**src/rtl/overlay_pkg.sv**
```systemverilog
// Shared types and constants for the overlay fetch path: pixel layout,
// fetch FSM states and the default FIFO depth.
package overlay_pkg;

    typedef struct packed {
        logic [3:0] a;
        logic [3:0] b;
        logic [3:0] g;
        logic [3:0] r;
    } rgba4_t;

    typedef enum logic [1:0] {
        ST_IDLE,
        ST_REQ,
        ST_WAIT
    } fetch_state_t;

    // Bit offsets of the even and odd pixel inside one 32-bit SDRAM read.
    localparam int LO_HALF            = 0;
    localparam int HI_HALF            = 16;
    localparam int DEFAULT_FIFO_DEPTH = 8;

    function automatic rgba4_t to_rgba(input logic [15:0] word);
        return rgba4_t'(word);
    endfunction

endpackage

```
**src/rtl/overlay_fifo.sv**
```systemverilog
// 16-bit pixel FIFO with a dual-entry push port (first entry lands first),
// a single pop port and a flush that empties it in one clock.
module overlay_fifo
    import overlay_pkg::*;
#(
    parameter int DEPTH = DEFAULT_FIFO_DEPTH
) (
    input  logic                     clk,
    input  logic                     reset,
    input  logic                     flush,
    input  logic [1:0]               push_cnt,
    input  logic [15:0]              push_first,
    input  logic [15:0]              push_second,
    input  logic                     pop,
    output logic [15:0]              head,
    output logic [$clog2(DEPTH):0]   count
);
    localparam int AW = $clog2(DEPTH);
    localparam int CW = AW + 1;

    logic [15:0]   mem [DEPTH];
    logic [AW-1:0] wr_ptr;
    logic [AW-1:0] rd_ptr;

    assign head = mem[rd_ptr];

    always_ff @(posedge clk) begin
        if (push_cnt != 2'd0) mem[wr_ptr] <= push_first;
        if (push_cnt == 2'd2) mem[wr_ptr + AW'(1)] <= push_second;
    end

    always_ff @(posedge clk or posedge reset) begin
        if (reset) begin
            wr_ptr <= '0;
            rd_ptr <= '0;
            count  <= '0;
        end else if (flush) begin
            wr_ptr <= '0;
            rd_ptr <= '0;
            count  <= '0;
        end else begin
            wr_ptr <= wr_ptr + AW'(push_cnt);
            if (pop) rd_ptr <= rd_ptr + AW'(1);
            count <= count + CW'(push_cnt) - CW'(pop);
        end
    end

endmodule

```
**src/rtl/overlay_fetch.sv**
```systemverilog
// Streams the RGBA4444 overlay from SDRAM channel 1 into the mixer: a request
// FSM keeps a small pixel FIFO topped up and pops one pixel per active strobe.
module overlay_fetch
    import overlay_pkg::*;
#(
    parameter int          RD_LAT     = 2,
    parameter int          FIFO_DEPTH = DEFAULT_FIFO_DEPTH,
    parameter logic [23:0] BASE_ADDR  = 24'd0
) (
    input  logic        clk,
    input  logic        reset,
    input  logic        enable,
    input  logic        ce_pix,
    input  logic        hblank,
    input  logic        vblank,
    input  logic        vsync,
    output logic        sd_req,
    output logic [23:0] sd_addr,
    input  logic [31:0] sd_data,
    output logic [3:0]  bg_r,
    output logic [3:0]  bg_g,
    output logic [3:0]  bg_b,
    output logic [3:0]  bg_a,
    output logic        underrun
);
    localparam int          CW         = $clog2(FIFO_DEPTH) + 1;
    localparam int          LW         = $clog2(RD_LAT + 1);
    localparam logic [23:0] START_ADDR = {BASE_ADDR[23:1], 1'b0};

    fetch_state_t  state;
    logic [LW-1:0] lat_cnt;
    logic          discard;
    logic          armed;
    logic          vsync_prev;
    logic [CW-1:0] count;
    logic [CW-1:0] debt;
    logic [CW-1:0] debt_next;
    logic [15:0]   head;
    rgba4_t        bg;

    logic          frame_start;
    logic          flush;
    logic          capture;
    logic          push_ok;
    logic          pop_en;
    logic          fifo_empty;
    logic          starve;
    logic          fifo_pop;
    logic          req_go;
    logic [1:0]    drops;
    logic [1:0]    push_cnt;
    logic [15:0]   push_first;
    logic [15:0]   push_second;

    assign frame_start = ce_pix & vsync & ~vsync_prev;
    assign flush       = frame_start | ~enable;
    assign capture     = (state == ST_WAIT) && (lat_cnt == LW'(RD_LAT));
    assign push_ok     = capture & ~discard & ~flush;
    assign pop_en      = ce_pix & ~hblank & ~vblank & enable;
    assign fifo_empty  = (count == '0);
    assign starve      = pop_en & fifo_empty;
    assign fifo_pop    = pop_en & ~fifo_empty;
    // Occupancy is the pre-pop count, so a request never overfills the FIFO.
    assign req_go      = (state == ST_IDLE) && enable && armed && !flush &&
                         ((CW'(FIFO_DEPTH) - count) >= CW'(2));

    // Pixels starved earlier in the frame are owed: the matching entries of the
    // next reads are dropped so every pixel keeps its screen position.
    always_comb begin
        drops = 2'd0;
        if (push_ok) drops = (debt >= CW'(2)) ? 2'd2 : debt[1:0];
        push_cnt    = push_ok ? (2'd2 - drops) : 2'd0;
        push_first  = (drops == 2'd0) ? sd_data[LO_HALF +: 16] : sd_data[HI_HALF +: 16];
        push_second = sd_data[HI_HALF +: 16];
        debt_next   = debt - CW'(drops);
        if (starve && (debt_next != CW'(FIFO_DEPTH))) debt_next = debt_next + CW'(1);
    end

    overlay_fifo #(
        .DEPTH (FIFO_DEPTH)
    ) u_fifo (
        .clk         (clk),
        .reset       (reset),
        .flush       (flush),
        .push_cnt    (push_cnt),
        .push_first  (push_first),
        .push_second (push_second),
        .pop         (fifo_pop),
        .head        (head),
        .count       (count)
    );

    always_ff @(posedge clk or posedge reset) begin
        if (reset) begin
            state   <= ST_IDLE;
            lat_cnt <= '0;
            sd_req  <= 1'b0;
            sd_addr <= START_ADDR;
            discard <= 1'b0;
            armed   <= 1'b0;
        end else begin
            sd_req <= 1'b0;
            // A restart during an outstanding read lets the read finish unused.
            if (flush && (state == ST_REQ || (state == ST_WAIT && !capture)))
                discard <= 1'b1;
            else if (capture)
                discard <= 1'b0;
            case (state)
                ST_IDLE: begin
                    if (req_go) begin
                        state  <= ST_REQ;
                        sd_req <= 1'b1;
                    end
                end
                ST_REQ: begin
                    state   <= ST_WAIT;
                    lat_cnt <= LW'(1);
                end
                ST_WAIT: begin
                    if (capture) state <= ST_IDLE;
                    else         lat_cnt <= lat_cnt + LW'(1);
                end
                default: state <= ST_IDLE;
            endcase
            if (frame_start)
                sd_addr <= START_ADDR;
            else if (state == ST_REQ)
                sd_addr <= sd_addr + 24'd2;
            if (!enable)
                armed <= 1'b0;
            else if (frame_start)
                armed <= 1'b1;
        end
    end

    always_ff @(posedge clk or posedge reset) begin
        if (reset) begin
            vsync_prev <= 1'b0;
            bg         <= '0;
            underrun   <= 1'b0;
            debt       <= '0;
        end else begin
            if (ce_pix) vsync_prev <= vsync;
            if (pop_en)
                bg <= fifo_empty ? rgba4_t'('0) : to_rgba(head);
            else if (ce_pix)
                bg <= '0;
            if (frame_start)
                underrun <= 1'b0;
            else if (starve)
                underrun <= 1'b1;
            debt <= flush ? '0 : debt_next;
        end
    end

    assign bg_r = enable ? bg.r : 4'd0;
    assign bg_g = enable ? bg.g : 4'd0;
    assign bg_b = enable ? bg.b : 4'd0;
    assign bg_a = enable ? bg.a : 4'd0;

endmodule

```
**config.mk**
```make
export PLATFORM = sky130hd
export DESIGN_NAME = overlay_fetch
export DESIGN_NICKNAME = d
export VERILOG_FILES = /design/src/rtl/overlay_pkg.sv /design/src/rtl/overlay_fifo.sv /design/src/rtl/overlay_fetch.sv
export SDC_FILE = /design/constraint.sdc
export NUM_CORES = 1
export LEC_CHECK = 0
export BUFFER_PORTS_ARGS = -buffer_cell sky130_fd_sc_hd__buf_2
export CAP_MARGIN = 20
export CORE_ASPECT_RATIO = 1.5
export CORE_MARGIN = 4
export CORE_UTILIZATION = 40
export CTS_CLUSTER_DIAMETER = 50
export DETAILED_ROUTE_END_ITERATION = 8
export GPL_TIMING_DRIVEN = 0
export PLACE_DENSITY_LB_ADDON = 0.08
export SETUP_SLACK_MARGIN = 0.3
export SYNTH_ARGS = -nofsm -noshare
export SYNTH_HDL_FRONTEND = slang
export SYNTH_HIERARCHICAL = 1
export SYNTH_SLANG_ARGS = --single-unit
```
**constraint.sdc**
```tcl
create_clock -name clk -period 6.55 [get_ports clk]
set_clock_uncertainty 0.05 [all_clocks]
set_input_delay 1.31 -clock clk [delete_from_list [all_inputs] [get_ports clk]]
set_output_delay 1.31 -clock clk [all_outputs]
set_load 0.01 [all_outputs]
```
---- Yosys cells after proc, flatten, opt, wreduce, memory -nomap -nowiden ----
Memories as Yosys holds them, arrays and structs flattened.
Index checks and enable logic that the tools add are counted.
W data, S select, Z words.
word-level totals
  register bits after elaboration ......... 63
  RAM bits ................................ 128
  input port bits ......................... 39
  output and inout bits ................... 42
  memories ................................ 1
memories
  name        depth  width  rd ports  clocked after memory_dff  wr ports  RTL line            source
  u_fifo.mem  8      16     1         0                         2         overlay_fifo.sv:21  logic [15:0] mem [DEPTH];
operators by class
  add/subtract/negate cells ............... 11
  magnitude comparators ................... 2
  equal/unequal tests ..................... 9
  multiplexer cells ....................... 36
  bitwise logic cells ..................... 17
  reductions and logical operators ........ 23
operator list
  kind                     number
  $mux W16                 4
  $mux W24                 2
  $mux W4                  7
  $add A24 B2 Y24 const B  1
  $reduce_bool A2 Y1       7
  $mux W1                  12
  $mux W2                  6
  $and A1 B1 Y1            9
  $mux W3                  3
  $ge A4 B2 Y1 const B     2
  $logic_and A1 B1 Y1      8
  $not A1 Y1               7
  $add A3 B1 Y3 const B    2
  $eq A2 B2 Y1 const B     3
  $ne A2 B2 Y1 const B     3
  $pmux W2 S3              1
  $add A4 B1 Y4 const B    1
  $add A4 B2 Y4            1
  $logic_not A2 Y1         2
  $logic_not A4 Y1         1
  $ne A4 B4 Y1 const B     1
  $pmux W2 S2              1
  $reduce_and A2 Y1        2
  $sub A4 B1 Y4            1
  other kinds (10)         11

---- Logic depth before layout (Yosys ltp) ----
  depth after elaboration ................. 11
  depth in mapped cells ................... 17
  gate-level depth less buffers ........... 15

---- Hierarchy ----
The synthesis kept the hierarchy.
modules (own cells, without submodules)
  module         times used  cells each  area each (µm²)  seq. area each (µm²)
  overlay_fifo   1           403         7081.8           4093.9
  overlay_fetch  1           317         3041.7           1301.2

---- Worst setup path before layout ----
No wires, ideal clock.
  path type ............................... input-to-reg
  start ................................... input ce_pix
  end ..................................... memory u_fifo.mem[1][0], enable pin
  arrival time ............................ 4382 ps
  data required time ...................... 6086 ps
  setup slack ............................. 1704 ps
  cell stages on the path ................. 11
  path buffers ............................ 3
  cells stage by stage .................... buf_6 > and3b_1 > buf_6 > nand2b_4 > buf_6 > nor4_4 > nand2b_1 > ha_1 > nor2b_1 > o21ai_0 > o31ai_1
RTL lines
  element          RTL line             source
  start, declared  overlay_fetch.sv:13  input logic ce_pix,
  end, declared    overlay_fifo.sv:21

==> impl_metrics.env <==
export IMPL_status="completed"
export IMPL_cpMostUsedCell="buf_6"
export IMPL_ys_ff_latch=190
export IMPL_dpl_cell_count=1135
export IMPL_antenna_found_initial=0
export IMPL_setup_viol=0
export IMPL_cts_buffer_depth=2
export IMPL_finalWeightedCongestion=0.811
export IMPL_async_flop_share_pct=32.6
export IMPL_rsz0062_at_grt="no"
export IMPL_grt_pass1_wl_mm=39.7
export IMPL_synthDominantCellAreaShare_pct=38.0
export IMPL_initial_utilization_pct=40.4
export IMPL_avgSynthCellArea_um2=14.1
export IMPL_diodes=0
export IMPL_fin_crit_ns=4.91
export IMPL_yosysMostFrequentCell="mux2_2"
export IMPL_timing_rr_end="u_fifo/mem[3][8]"
export IMPL_fin_hold_ws_ns=0.451
export IMPL_cts_hold_buf=0
export IMPL_timing_critical_path_depth=14
export IMPL_path_class="in2reg"
export IMPL_io_pin_count=81
export IMPL_clock_fmax_mhz=204
export IMPL_htree_levels=4
export IMPL_maxCapViolCount=0
export IMPL_synth_edff_count=128
export IMPL_cp_start_kind="primary input"
export IMPL_vias_per_cell=5.30
export IMPL_die_h_um=203
export IMPL_crit_path_end="u_fifo/mem[3][8]"
export IMPL_ys_top_cells_by_count="mux2_2, edfxtp_1, dfrtp_1"
export IMPL_clkSlewWorstSetupHoldPaths_ns=0.06
export IMPL_crit_path_end_kind="register"
export IMPL_final_util_pct=46.8
export IMPL_cts_tree="yes"
export IMPL_hpwlAfterDp_mm=18.0
export IMPL_rows=71
export IMPL_wl_mm=26.0
export IMPL_core_area_mm2=0.0251
export IMPL_hp_class="reg2reg"
export IMPL_syn_nets=779
export IMPL_dr_total_vias=6190
export IMPL_crit_buf_inv=5
export IMPL_finalHoldViolCount=0
export IMPL_cts_buffers=17
export IMPL_path_cells="buf_6 -> and3b_1 -> buf_6 -> nand2b_4 -> buf_6 -> nor4_4 -> nand2b_1 -> ha_1 -> nor2b_1 -> nor3b_2 -> nand3_2 -> buf_2 -> o21ai_2 -> buf_8"
export IMPL_min_from="vsync_prev"
export IMPL_crit_start="ce_pix"
export IMPL_yosysSeqAreaShare_pct=53.3
export IMPL_max_stage_delay_ns=0.43
export IMPL_slew_violations=0
export IMPL_cts_resized=0
export IMPL_synthFlopType="edfxtp_1"
export IMPL_crit_family="simple AND/OR/NAND/NOR gates"
export IMPL_syn_area_mm2=0.0101
export IMPL_fp_dieW_um=138
export IMPL_drive_gt1_share_pct=43.9
export IMPL_die_area_mm2=0.0280
export IMPL_p_leak_uw=0.00446
export IMPL_ys_warn_count=6
export IMPL_finalCritPeriodShare_pct=75.0
export IMPL_reg2reg_slack_ns=2.31
export IMPL_powerDensity_mw_per_mm2=220
export IMPL_post_cts_setup_buffers=0
export IMPL_grt_max_degree=43
export IMPL_max_slew_margin_pct=35.8
export IMPL_synth_distinct_cells=61
export IMPL_layout_nets=885
export IMPL_required_ns=6.65
export IMPL_crit_fanout=10
export IMPL_root_buffer="clkbuf_16"
export IMPL_crit_slowest_cell="nor2b_1"
export IMPL_synthCells=720
export IMPL_timing_final_ws_setup_ns=1.64
export IMPL_clock_sinks=190
export IMPL_routedWlPerCell_um=22.3
export IMPL_ir_drop_v=0.000192
export IMPL_grt_overflow_total=0
export IMPL_io_buffers=78
export IMPL_max_slew_worst_pin_slew_ns=0.963
export IMPL_synth_top_area_cell="edfxtp_1"
export IMPL_ant_nets=0
export IMPL_grt_pass1_vias=6634
export IMPL_remaining_drc_errors=0
export IMPL_r2r_cells=13
export IMPL_dp_slack_ns=1.17
export IMPL_arrival_ns=5.01
export IMPL_final_cells=1167
export IMPL_r2r_start="vsync_prev"
export IMPL_grt_total_usage_pct=19.4
export IMPL_synth_area_top_cells="edfxtp_1, mux2_2, dfrtp_1"
export IMPL_area_growth_pct=15.7
export IMPL_clock_latency_ns=0.44
export IMPL_drtPass1Iterations=4
export IMPL_drtIter0Drc=413
==> cell families after synthesis <==
family | Yosys count | synth area share [%]
DFF | 190 | 53.3
and+or+nand+nor | 159 | 9.58
xor gates and xnor gates | 31 | 2.83
muxes | 196 | 25.3
other | 1 | 0.0370
adders and majority gates | 20 | 2.69
AOI/OAI and AO/OA | 48 | 2.67
buffers and inverters | 75 | 3.57
==> registers in the layout, indices dropped and copies added, names as in the netlist <==
| name | count |
|---|---|
| armed | 1 |
| bg | 16 |
| debt | 4 |
| discard | 1 |
| lat_cnt | 2 |
| sd_addr | 23 |
| sd_req | 1 |
| state | 2 |
| u_fifo/count | 4 |
| u_fifo/mem | 128 |
| u_fifo/rd_ptr | 3 |
| u_fifo/wr_ptr | 3 |
| underrun | 1 |
| vsync_prev | 1 |
==> worst register-to-register path: stages, from the launching register on <==
cell and delay [ns]:
dfrtp_1 0.33, and3b_1 0.18, buf_6 0.14, nand2b_4 0.14, buf_6 0.14, nor4_4 0.29, nand2b_1 0.18, ha_1 0.30
nor2b_1 0.43, nor3b_2 0.40, nand3_2 0.33, buf_2 0.39, o21ai_2 0.41, buf_8 0.24
==> metrics by stage <==
| step | power, µW | TNS [ns] | cell area, µm² |
|---|---|---|---|
| 2_1_floorplan | 1510 | 0 | 10100 |
| 3_3_place_gp | 1570 | -20.93 | 10900 |
| 3_5_place_dp | 1580 | 0 | 11100 |
| 4_1_cts | 2600 | 0 | 11700 |
| 5_1_grt | 2680 | 0 | 11700 |
| 6_report | 2570 | 0 | 11700 |
==> metal layers <==
metal	share of wire, %	up-vias	track usage, %
li1	-	2878	-
met1	41	3120	24.4
met2	52	164	33.4
met3	5.2	28	3.45
met4	1.8	0	6.39
met5	0	-	0
==> power by group <==
part | total [µW] | switching (µW) | leakage, µW | internal [µW]
Clock | 1020 | 470 | 0.000289 | 547
Sequential | 1330 | 21.7 | 0.00200 | 1310
Combinational | 225 | 122 | 0.00217 | 103
==> how the worst min path moves through the flow <==
stage | end | cells after the start
after global placement | underrun | 2
after global routing | bg[8] | 2
after floorplan | armed | 1
final | vsync_prev | 1
after detailed placement | vsync_prev | 1
after CTS | vsync_prev | 1
==> cell type report <==
type	instances	area, µm²
buffer	36	215
inverter	39	146
tap	328	410
fill	2281	13300
timing repair buffer	87	556
multi-input combinational	455	4420
clock buffer	22	498
clock inverter	10	71.3
sequential	190	5400
==> placed cells by master (no fill, tap or decap), types with 18 or more instances in the layout <==
master	n
and2_1	18
buf_2	89
clkbuf_16	19
dfrtp_1	62
edfxtp_1	128
inv_1	37
mux2_2	161
mux4_2	32
nand2_1	31
nor2_1	37
o21ai_0	23
xor2_1	18
Note: power is estimated with default switching activity, not from simulation.
